File: config.mk
export PLATFORM = sky130hd
export DESIGN_NAME = banked_dual_sram
export DESIGN_NICKNAME = d
export VERILOG_FILES = /design/src/rtl/banked_dual_sram.sv
export SDC_FILE = /design/constraint.sdc
export NUM_CORES = 1
export LEC_CHECK = 0
export BUFFER_PORTS_ARGS = -buffer_cell sky130_fd_sc_hd__buf_2
export CELL_PAD_IN_SITES_DETAIL_PLACEMENT = 1
export CELL_PAD_IN_SITES_GLOBAL_PLACEMENT = 2
export CORE_UTILIZATION = 54
export CTS_BUF_LIST = sky130_fd_sc_hd__clkbuf_4
export DETAILED_ROUTE_END_ITERATION = 10
export PLACE_DENSITY_LB_ADDON = 0.1
export SKIP_LAST_GASP = 1
export SLEW_MARGIN = 20
export SYNTH_ARGS = -nofsm -noshare
export SYNTH_HDL_FRONTEND = slang
export SYNTH_SLANG_ARGS = --single-unit
File: constraint.sdc
create_clock -name clk -period 4.3 [get_ports clk]
set_clock_uncertainty 0.2 [all_clocks]
set_input_delay 0.43 -clock clk [delete_from_list [all_inputs] [get_ports clk]]
set_output_delay 0.43 -clock clk [all_outputs]
set_load 0.1 [all_outputs]
File: src/rtl/banked_dual_sram.sv
`default_nettype none
// ============================================================================
// Module   : banked_dual_sram
// Brief    : Multi-bank dual-port SRAM. Single-bank write port, all-bank
//            registered vector read, sequenced one-address-per-cycle clear.
//            Define SRAM_BYPASS_EN for write-first same-address collisions.
// Revision : 1.0
// ============================================================================
module banked_dual_sram #(
  parameter int DATA_WIDTH = 8,
  parameter int ADDR_WIDTH = 4,
  parameter int RAM_DEPTH  = 1 << ADDR_WIDTH,
  parameter int NUM_BANKS  = 4,
  parameter int BANK_WIDTH = (NUM_BANKS > 1) ? $clog2(NUM_BANKS) : 1
) (
  input  logic                            clk,
  input  logic                            rst,
  input  logic                            Mem_Clear,
  input  logic                            Chip_Select,
  input  logic                            En_Write,
  input  logic [BANK_WIDTH-1:0]           Write_Bank,
  input  logic [ADDR_WIDTH-1:0]           Write_Addr,
  input  logic [DATA_WIDTH-1:0]           Write_Data,
  input  logic                            En_Read,
  input  logic [ADDR_WIDTH-1:0]           Read_Addr,
  output logic [NUM_BANKS*DATA_WIDTH-1:0] Read_Data,
  output logic                            Read_Valid,
  output logic                            Clear_Busy
);

  typedef enum logic [0:0] {
    ST_IDLE  = 1'b0,
    ST_CLEAR = 1'b1
  } state_e;

  localparam logic [ADDR_WIDTH-1:0] C_LAST_ADDR = ADDR_WIDTH'(RAM_DEPTH - 1);

  state_e                          state_q;
  logic [ADDR_WIDTH-1:0]           clr_addr_q;
  logic                            clear_busy_q;
  logic                            read_valid_q;
  logic [NUM_BANKS*DATA_WIDTH-1:0] read_data_q;
  logic [NUM_BANKS*DATA_WIDTH-1:0] w_read_vec;
  logic                            w_access;
  logic                            w_write;
  logic                            w_read;
  logic                            w_clear_write;

  // A pending clear request or an active clear sequence masks all user access.
  assign w_access      = !rst && (state_q == ST_IDLE) && !Mem_Clear && Chip_Select;
  assign w_write       = w_access && En_Write;
  assign w_read        = w_access && En_Read;
  assign w_clear_write = !rst && (state_q == ST_CLEAR);

  for (genvar b = 0; b < NUM_BANKS; b++) begin : g_bank
    logic [DATA_WIDTH-1:0] mem_q [RAM_DEPTH];
    logic                  w_wr_hit;

    // Out-of-range bank selects match no bank and are dropped.
    assign w_wr_hit = w_write && (int'(Write_Bank) == b);

    always_ff @(posedge clk) begin
      if (w_clear_write) begin
        mem_q[clr_addr_q] <= '0;
      end else if (w_wr_hit) begin
        mem_q[Write_Addr] <= Write_Data;
      end
    end

`ifdef SRAM_BYPASS_EN
    assign w_read_vec[b*DATA_WIDTH +: DATA_WIDTH] =
      (w_wr_hit && (Write_Addr == Read_Addr)) ? Write_Data : mem_q[Read_Addr];
`else
    assign w_read_vec[b*DATA_WIDTH +: DATA_WIDTH] = mem_q[Read_Addr];
`endif
  end

  always_ff @(posedge clk) begin
    if (rst) begin
      state_q      <= ST_IDLE;
      clr_addr_q   <= '0;
      clear_busy_q <= 1'b0;
      read_valid_q <= 1'b0;
      read_data_q  <= '0;
    end else begin
      read_valid_q <= w_read;
      if (w_read) begin
        read_data_q <= w_read_vec;
      end
      case (state_q)
        ST_IDLE: begin
          if (Mem_Clear) begin
            state_q      <= ST_CLEAR;
            clr_addr_q   <= '0;
            clear_busy_q <= 1'b1;
          end
        end
        ST_CLEAR: begin
          // Counter saturates on the last address; no second pass.
          if (clr_addr_q == C_LAST_ADDR) begin
            state_q      <= ST_IDLE;
            clear_busy_q <= 1'b0;
          end else begin
            clr_addr_q <= clr_addr_q + ADDR_WIDTH'(1);
          end
        end
        default: begin
          state_q      <= ST_IDLE;
          clear_busy_q <= 1'b0;
        end
      endcase
    end
  end

  assign Read_Data  = read_data_q;
  assign Read_Valid = read_valid_q;
  assign Clear_Busy = clear_busy_q;

endmodule
`default_nettype wire

==> key figures, run 1 <==
Run status
  • Status: finished, final reports clean

Routing
  • DRT Pass-1 Iters: 5
  • DR vias: ~12000
  • Final wirelength: 53.0 mm
  • Routed Antenna Nets: 0
  • Routed length per instance: 27.3 um
  • Number of vias per cell: between 5 and 6
  • DRC: 0
  • Initial DRC Count: 742

Final layout
  • Cell area after layout: between 20000 and 25000 sq um
  • Most common cell after layout, fill and taps aside: edfxtp_1
  • Area Growth Syn to Fin: 13.6%
  • Share of cells above drive strength 1: between 30% and 40%
  • Commonest non-fill, non-tap cells in the layout: edfxtp_1 (512), clkbuf_4 (216), mux4_2 (97)
  • Final #Nets: about 1300

Place
  • Port Buffers: between 50 and 60
  • Hpwl dp: between 30 and 40 mm
  • Worst slack, placed: ~1.0 ns
  • Dpl cell area: ~23000 sq um
  • Gpl congestion: ~0.81

Die
  • I/O Pins: 58
  • Die Area: 40900 sq um
  • Die Width: between 200 and 250 um
  • Die height: 202 um
  • Core Area: around 39000 sq um
  • Rows: slightly above 70
  • Initial core utilization: 55.3%

Global route
  • Vias in the first global route: between 10000 and 15000
  • Initial antenna violation count: 4
  • First-pass GRT wire length: between 70 and 80 mm
  • GRT Util Overall: 27.0%
  • Congestion Overflow GR: 0
  • Largest net degree at the start of global routing: 50

Timing
  • Final Hold Vio Count: 0
  • Unrepaired setup endpoints after global routing: no
  • Setup violations, final: 0
  • Hold Slack: about 0.14 ns
  • Final Max Slew Viols: 0
  • Slew headroom: a little under a third
  • Final TNS setup: 0 ns
  • Least-Margin Pin Slew: 1.02 ns
  • Max Fclk: 311 MHz
  • Fin worst setup slack: 1.08 ns
  • Fin crit share: between 70% and 80%
  • Min Clock Period, post-route: 3.22 ns

Power
  • VDD IR max: between 0.2 and 0.3 mV
  • Cell area power density: 446 nW/um^2
  • Lkg Pwr: between 8 and 9 nW
  • Power, Total: 0.0110 W

Synthesis
  • Synth Warn #: 0
  • Syn Inst Count: 1137
  • Distinct cell type count of the synthesized netlist: 38
  • Cell area after synthesis: 21600 sq um
  • Most used DFF post-synth: edfxtp_1
  • Async SR Flop Fraction: 0%
  • Register area share after synthesis: around three quarters
  • Synth Register Bits: around 550
  • Mean area per synthesized cell: 19.0 sq um
  • Post-synth EDFFs: approximately 510
  • Syn_nets: 1162

Critical path
  • Required time of the critical path: between 4 and 5 ns
  • Crit start category: flip-flop
  • Crit-path max FO: 15
  • Worst setup path class: flip-flop to flip-flop
  • Crit path DAT: about 3.5 ns
  • CP Capture Type: flip-flop

CTS
  • Worst-Skew Late Latency: about 0.85 ns
  • Post-cts sizing count: 0
  • Clock buffer depth: 3
  • Htree depth: 4
  • Clk slew on worst S/H paths: 0.07 ns
  • Post-CTS Setup Inserts: 0
  • Num Clock Sinks: between 500 and 600
  • TritonCTS Buffers: around 140
  • CTS Root Cell: clkbuf_4
  • Hold buffers post-CTS: 6
  • CTS tree: done

Min path
  • Hold crit path type: input port to flip-flop

Job
  • Max-cap violation count: 0
## critical path, stage by stage (launching register included)
cell	delay [ns]
dfxtp_1	0.43
nor4b_1	0.56
and4_1	0.63
a21oi_1	0.29
nor2_1	0.73
## cell usage after synthesis (all sizes together), types with 3 or more instances
cell | instances | area share [%]
edfxtp | 512 | 71
mux4 | 97 | 10
mux2i | 84 | 3.9
nor2 | 76 | 1.3
a22oi | 64 | 2.2
clkbuf | 43 | 0.75
dfxtp | 39 | 3.6
and2 | 36 | 1.0
nand2 | 34 | 0.59
mux2 | 32 | 1.7
o211ai | 31 | 1.1
buf | 24 | 0.67
a21oi | 18 | 0.42
nor2b | 14 | 0.40
inv | 4 | 0.069
nor3 | 4 | 0.093
o21ai | 3 | 0.069
## sequential cells by signal (all words and copies together), names as in the netlist
name	cells
clr_addr_q	4
g_bank.mem_q	512
Read_Data	32
state_q	1
Clear_Busy	1
Read_Valid	1
## kinds of logic after synthesis
kind of cell,Yosys count,share of synthesized area [%]
buffers and inverters,71,1.49
DFF,551,74.7
muxes,213,15.7
AOI/OAI and AO/OA,124,4.07
adders and majority gates,1,0.0578
and+or+nand+nor,177,4.05
## report_power, final
group | internal, W | switching (W)
Combinational | 0.000162 | 0.000325
Clock | 0.00259 | 0.00208
Sequential | 0.00580 | 0.0000142
Total | 0.00855 | 0.00242
## per-stage QoR
step	util (%)	instances
6_report	62.9	1940
5_1_grt	62.9	1939
4_1_cts	62.8	1937
3_5_place_dp	57.9	1682
3_3_place_gp	57.9	1682
2_1_floorplan	-	1137
## layer usage
layer,track usage [%],vias up,share of wire [%]
met5,0,-,0.038
met3,6.48,110,5.5
met4,11.3,4,3.0
met1,37.2,5983,43
li1,-,5039,-
met2,41.8,368,49
## layout make-up
| class | count | area, sq um |
|---|---|---|
| flip-flops and latches | 551 | 16200 |
| repair buffers | 100 | 676 |
| clock inverters | 33 | 268 |
| inverters | 4 | 15.0 |
| multi-input cells | 515 | 5180 |
| clock buffers | 216 | 1620 |
| fillers | 3451 | 14500 |
| well taps | 518 | 648 |
| diodes | 3 | 7.51 |
## path summary, 6_finish.rpt
kind	cells past startpoint	slack (ns)	from	end
setup / recovery	4	1.08	state_q	g_bank[1].mem_q[6][2]
hold / removal	5	0.14	Read_Addr[0]	Read_Data[4]
setup reg to reg	4	1.08	state_q	g_bank[1].mem_q[6][2]
hold reg to reg	2	0.28	Read_Data[21]	Read_Data[21]
No activity file was read; power rests on OpenSTA's default activity.
==> inputs of run 2 (changes only) <==
--- a/config.mk
+++ b/config.mk
@@ -8,7 +8,7 @@
 export BUFFER_PORTS_ARGS = -buffer_cell sky130_fd_sc_hd__buf_2
 export CELL_PAD_IN_SITES_DETAIL_PLACEMENT = 1
 export CELL_PAD_IN_SITES_GLOBAL_PLACEMENT = 2
-export CORE_UTILIZATION = 54
+export CORE_UTILIZATION = 50
 export CTS_BUF_LIST = sky130_fd_sc_hd__clkbuf_4
 export DETAILED_ROUTE_END_ITERATION = 10
 export PLACE_DENSITY_LB_ADDON = 0.1
==> constraint.sdc (replaced) <==
create_clock -name clk -period 3.28 [get_ports clk]
set_clock_uncertainty 0.2 [all_clocks]
set_input_delay 0.328 -clock clk [delete_from_list [all_inputs] [get_ports clk]]
set_output_delay 0.328 -clock clk [all_outputs]
set_load 0.1 [all_outputs]
==> run 2 against run 1 <==
Net effect:
- register-to-register slack lost 0.88 ns
- power grew 32%
- via count grew 2.1%
- die area grew 7.9%
- highest routed layer is now met4
- core utilization shrank 3.0 points
- critical path type unchanged
==> key figures, run 2 (synthesized netlist as in run 1, its figures left out) <==
Global route
  • Congestion Overflow GR: 0
  • GRT Util Overall: ~25%
  • Largest net degree at the start of global routing: 44
  • First-pass GRT wire length: about 80 mm
  • Initial antenna violation count: 2
  • Vias in the first global route: 12427

Final layout
  • Share of cells above drive strength 1: approximately a third
  • Most common cell after layout, fill and taps aside: edfxtp_1
  • Number of flip-flops in the largest register: between 500 and 600
  • Post-Layout Cell Count: ~2100
  • Commonest non-fill, non-tap cells in the layout: edfxtp_1 (512), clkbuf_4 (214), mux4_2 (97)
  • Largest Register: g_bank.mem_q
  • Final core occ: between 50% and 60%
  • Area Growth Syn to Fin: 17.0%
  • Final #Nets: approximately 1400
  • FF+latch area: around 16000 sq um
  • Multi-input logic area: between 5000 and 6000 sq um
  • Fillers: 3753

Routing
  • DRT Pass-1 Iters: 4
  • Initial DRC Count: about 800
  • DRC: 0
  • Final wirelength: about 53 mm
  • Routed length per instance: approximately 26 um
  • Routed Antenna Nets: 0
  • Number of vias per cell: about 5.7
  • DR vias: about 12000

CTS
  • Worst-Skew Late Latency: about 0.95 ns
  • Htree depth: 4
  • Clock buffer depth: 3
  • CTS Root Cell: clkbuf_4
  • Hold buffers post-CTS: 27
  • Post-cts sizing count: 0
  • Num Clock Sinks: around 550
  • CTS tree: done
  • Clk slew on worst S/H paths: 0.07 ns
  • Post-CTS Setup Inserts: 0
  • TritonCTS Buffers: 144

Die
  • Core Area: approximately 42000 sq um
  • Die height: about 210 um
  • Rows: 75
  • Die Area: ~44000 sq um
  • Die Width: 210 um
  • I/O Pins: between 50 and 60
  • Initial core utilization: between 50% and 60%

Timing
  • Slew headroom: 36.9%
  • Least-Margin Pin Slew: 0.943 ns
  • Max Fclk: roughly 320 MHz
  • Setup violations, final: 0
  • Min Clock Period, post-route: approximately 3.1 ns
  • Fin crit share: a little over nine tenths
  • Final TNS setup: 0 ns
  • Final Max Slew Viols: 0
  • Final Hold Vio Count: 0
  • Unrepaired setup endpoints after global routing: no

Power
  • Cell area power density: around 570 nW/um^2
  • Power, Total: 0.0145 W
  • Lkg Pwr: a little under 9 nW
  • VDD IR max: ~0.37 mV

Place
  • Port Buffers: between 50 and 60
  • Gpl congestion: ~0.77
  • Dpl cells: between 1500 and 2000
  • Hpwl dp: around 34 mm

Min path
  • Hold crit path type: input port to flip-flop

Critical path
  • Critical path endpoint: Read_Data[17]
  • Crit-path cells: or4b_4, nor3b_4, dlygate4sd3_1, buf_12, o211ai_1, nand2_1, dlygate4sd3_1
  • Critical path's top delay family: buffers and inverters
  • Most frequent cell on the critical path: dlygate4sd3_1
  • Crit path DAT: 3.77 ns
  • Setup crit start: state_q
  • Crit-path max FO: 32
  • CP Capture Type: flip-flop
  • RR Startpoint: state_q
  • R2r endpoint: Read_Data[17]
  • Stages on worst setup path: 7
  • Reg2reg path depth: 7
  • Required time of the critical path: 3.97 ns
  • Critical-path top delay cell: or4b_4
  • Crit start category: flip-flop
  • CP peak stage delay: roughly 0.63 ns
  • Worst setup path class: flip-flop to flip-flop
  • FF-to-FF setup slack: between 0.15 and 0.2 ns
  • Buf+Inv Stages, Crit Path: 3

Run status
  • Status: finished, final reports clean

Job
  • Max-cap violation count: 0
==> run 2: where the power goes <==
group	leakage, nW	total, W	switching [W]	internal, W
clock	1.14	0.00620	0.00275	0.00345
sequential	5.11	0.00763	0.0000162	0.00761
combinational	2.66	0.000668	0.000428	0.000240
total	8.91	0.0145	0.00320	0.0113
==> run 2: worst register-to-register path, cell delays in order (launching register included) <==
cell	delay [ns]
dfxtp_1	0.33
or4b_4	0.63
nor3b_4	0.20
dlygate4sd3_1	0.61
buf_12	0.26
o211ai_1	0.16
nand2_1	0.09
dlygate4sd3_1	0.55
==> run 2: worst min-delay path by stage <==
stage                  startpoint                      to  slack (ns)  cells past startpoint
floorplan                 En_Read              Read_Valid        0.25                      1
global placement    Read_Data[13]           Read_Data[13]        0.27                      2
detailed placement   Read_Data[3]            Read_Data[3]        0.28                      2
CTS                 Write_Bank[0]  g_bank[2].mem_q[15][0]        0.02                      5
global route             En_Write   g_bank[3].mem_q[5][4]        0.11                      5
finish              Write_Addr[1]  g_bank[2].mem_q[12][0]        0.15                      6
==> run 2: metrics by stage <==
step	area, sq um	hold slack (ns)	setup slack, ns
floorplan	21600	0.250	0.527
global placement	23100	0.267	0.321
detailed placement	23100	0.276	0.180
CTS	25300	0.0225	0.213
global route	25300	0.106	0.141
finish	25300	0.150	0.197
==> run 2: final cells by class <==
type	instances	share of cell area [%]
flip-flops and latches	551	63.8
inverters	4	0.0593
multi-input cells	515	20.5
repair buffers	171	5.18
well taps	577	2.85
diodes	3	0.0297
clock buffers	214	6.35
clock inverters	39	1.23
==> run 2: metal layers <==
metal  GRT usage, %  routed length [um]
met1           35.9               23700
met2           39.3               25800
met3           5.50                2810
met4           8.16                 744
met5              0                   0
==> inputs of run 3 (changes only) <==
==> constraint.sdc (replaced) <==
create_clock -name clk -period 2.9 [get_ports clk]
set_clock_uncertainty 0.2 [all_clocks]
set_input_delay 0.29 -clock clk [delete_from_list [all_inputs] [get_ports clk]]
set_output_delay 0.29 -clock clk [all_outputs]
set_load 0.1 [all_outputs]
==> run 3 against run 2 <==
Net effect:
- sequential share of layout area down 0.41 points
- sequential cell count unchanged
- critical path depth down 2
- maximum frequency up 11%
- worst setup slack worse by 0.084 ns
- non-clock buffer count up 31
- via count up 0.51%
- global-route usage up 0.17 points
- combinational power up 17%
- sequential power up 13%
- critical path type unchanged
- highest routed layer unchanged
==> key figures, run 3 (synthesized netlist as in run 1, its figures left out) <==
Critical path
  • Crit-path cells: or4b_4, nor4_4, buf_12, mux2i_1, nor2_1
  • Crit path DAT: around 3.1 ns
  • Crit-path max FO: 19
  • Critical-path top delay cell: nor2_1
  • CP peak stage delay: between 0.6 and 0.7 ns
  • Crit start category: flip-flop
  • Reg2reg path depth: 5
  • Worst setup path class: flip-flop to flip-flop
  • Required time of the critical path: ~3.2 ns
  • CP Capture Type: flip-flop

Die
  • Die Area: ~44000 sq um
  • I/O Pins: between 50 and 60
  • Core Area: between 40000 and 50000 sq um
  • Die Width: 210 um
  • Initial core utilization: about 50%
  • Die height: 210 um
  • Rows: 75

Place
  • Dpl cells: about 1800
  • Hpwl dp: about 34 mm
  • Worst slack, placed: between 0.04 and 0.05 ns
  • Port Buffers: 57
  • Dpl cell area: between 20000 and 25000 sq um
  • Gpl congestion: approximately 0.77

Power
  • VDD IR max: 0.396 mV
  • Switching power: between 0.003 and 0.004 W
  • Clock power frac: 41.4%
  • Internal power: roughly 0.013 W
  • Logic gate share of total power: 4.9%
  • Cell area power density: ~630 nW/um^2
  • Sw frac: 22.0%
  • Flop pwr share: 53.8%
  • Lkg Pwr: about 9 nW

Global route
  • GRT Util Overall: roughly a quarter
  • GR peak layer: met2
  • Largest net degree at the start of global routing: 51
  • Vias in the first global route: 12752
  • Met2 Track Usage GR: between 30% and 40%
  • First-pass GRT wire length: ~79 mm
  • Congestion Overflow GR: 0
  • Met3 Track Usage GR: around 6.6%
  • Initial antenna violation count: 2
  • Met1 usage: approximately a third

CTS
  • Num Clock Sinks: 551
  • Clock buffer depth: 3
  • CTS Root Cell: clkbuf_4
  • Htree depth: 4
  • Clk slew on worst S/H paths: roughly 0.070 ns
  • TritonCTS Buffers: 142
  • CTS tree: done
  • Worst-Skew Late Latency: between 0.9 and 1 ns
  • Post-CTS Setup Inserts: 0

Timing
  • Least-Margin Pin Slew: roughly 0.85 ns
  • Final TNS setup: 0 ns
  • Slew headroom: approximately 43%
  • Max Fclk: about 360 MHz
  • Fin worst setup slack: ~0.11 ns
  • Final Hold Vio Count: 0
  • Unrepaired setup endpoints after global routing: yes
  • Setup violations, final: 0
  • Final Max Slew Viols: 0
  • Fin crit share: between 90% and 100%
  • Min Clock Period, post-route: around 2.8 ns

Final layout
  • Final #Nets: about 1400
  • Largest Register: g_bank.mem_q
  • Area Growth Syn to Fin: 17.8%
  • Commonest non-fill, non-tap cells in the layout: edfxtp_1 (512), clkbuf_4 (214), buf_4 (107)
  • Share of cells above drive strength 1: about 36%
  • Final core occ: 60.2%
  • Most common cell after layout, fill and taps aside: edfxtp_1
  • Number of flip-flops in the largest register: between 500 and 600
  • Fillers: between 3000 and 4000
  • Cell area after layout: 25500 sq um
  • Post-Layout Cell Count: 2094

Routing
  • DRC: 0
  • Initial DRC Count: ~820
  • DRT Pass-1 Iters: 4
  • Routed Antenna Nets: 0
  • Routed length per instance: roughly 25 um
  • Number of vias per cell: around 5.6
  • DR vias: approximately 12000
  • Final wirelength: 53.2 mm

Job
  • Max-cap violation count: 0

Min path
  • Hold crit path type: input port to flip-flop
  • WHS Path Cells: 4

Run status
  • Status: finished, final reports clean
[run 3: cell count changes in the layout (fill, tap and decap cells not counted), sizes merged]
| cell | previous run | this run |
|---|---|---|
| clkinvlp | 1 | 0 |
| buf | 144 | 172 |
| clkinv | 28 | 18 |
| dlygate4sd3 | 27 | 30 |
| bufinv | 6 | 3 |
| inv | 8 | 9 |
| diode | 3 | 5 |
[run 3: power by group through the flow]
| stage | combinational, W | clock (W) | sequential [W] |
|---|---|---|---|
| after global placement | 0.000747 | 0 | 0.00879 |
| after floorplan | 0.000371 | 0 | 0.00891 |
| after global routing | 0.000823 | 0.00721 | 0.00862 |
| after detailed placement | 0.000755 | 0 | 0.00879 |
| after CTS | 0.000786 | 0.00685 | 0.00862 |
| final | 0.000779 | 0.00663 | 0.00862 |
[run 3: metal layers]
metal,wire length [um],share of wire (%),up-vias
met1,23500,44,6139
met2,25900,49,348
met3,2870,5.4,78
met5,0,0,-
met4,904,1.7,0
li1,-,-,5245
[run 3: area by class of cell]
| cell class | instances | area (sq um) | share of cell area (%) |
|---|---|---|---|
| Inverter | 4 | 15.0 | 0.0589 |
| Clock inverter | 26 | 179 | 0.702 |
| Antenna cell | 5 | 12.5 | 0.0491 |
| Multi-Input combinational cell | 515 | 5200 | 20.4 |
| Clock buffer | 214 | 1610 | 6.31 |
| Sequential cell | 551 | 16200 | 63.4 |
| Tap cell | 577 | 722 | 2.83 |
| Timing Repair Buffer | 202 | 1590 | 6.24 |
[run 3: critical path, delay by kind of cell, from the launching register on]
| family | cells | cell delay [ns] |
|---|---|---|
| mux | 1 | 0.14 |
| buf+inv | 1 | 0.19 |
| simple gates | 3 | 1.52 |
| flops | 1 | 0.32 |
[run 3: repair_timing]
action,4_1_cts,5_1_grt
endpoints found under the setup margin,0,88
endpoints found under the hold margin,617,0
resized for setup,0,7
hold buffers,30,0
[run 3: worst paths after layout]
check / start / end / slack, ns
setup / recovery: state_q / g_bank[2].mem_q[6][1] / 0.11
hold / removal: Mem_Clear / state_q / 0.17
setup reg to reg: state_q / g_bank[2].mem_q[6][1] / 0.11
hold reg to reg: Read_Data[1] / Read_Data[1] / 0.28
[run 3: through the flow]
stage / total power (W) / hold WS, ns
3_3_place_gp: 0.00954 / 0.267
3_5_place_dp: 0.00955 / 0.270
6_report: 0.0160 / 0.173
2_1_floorplan: 0.00928 / 0.212
4_1_cts: 0.0163 / 0.0224
5_1_grt: 0.0166 / 0.0739
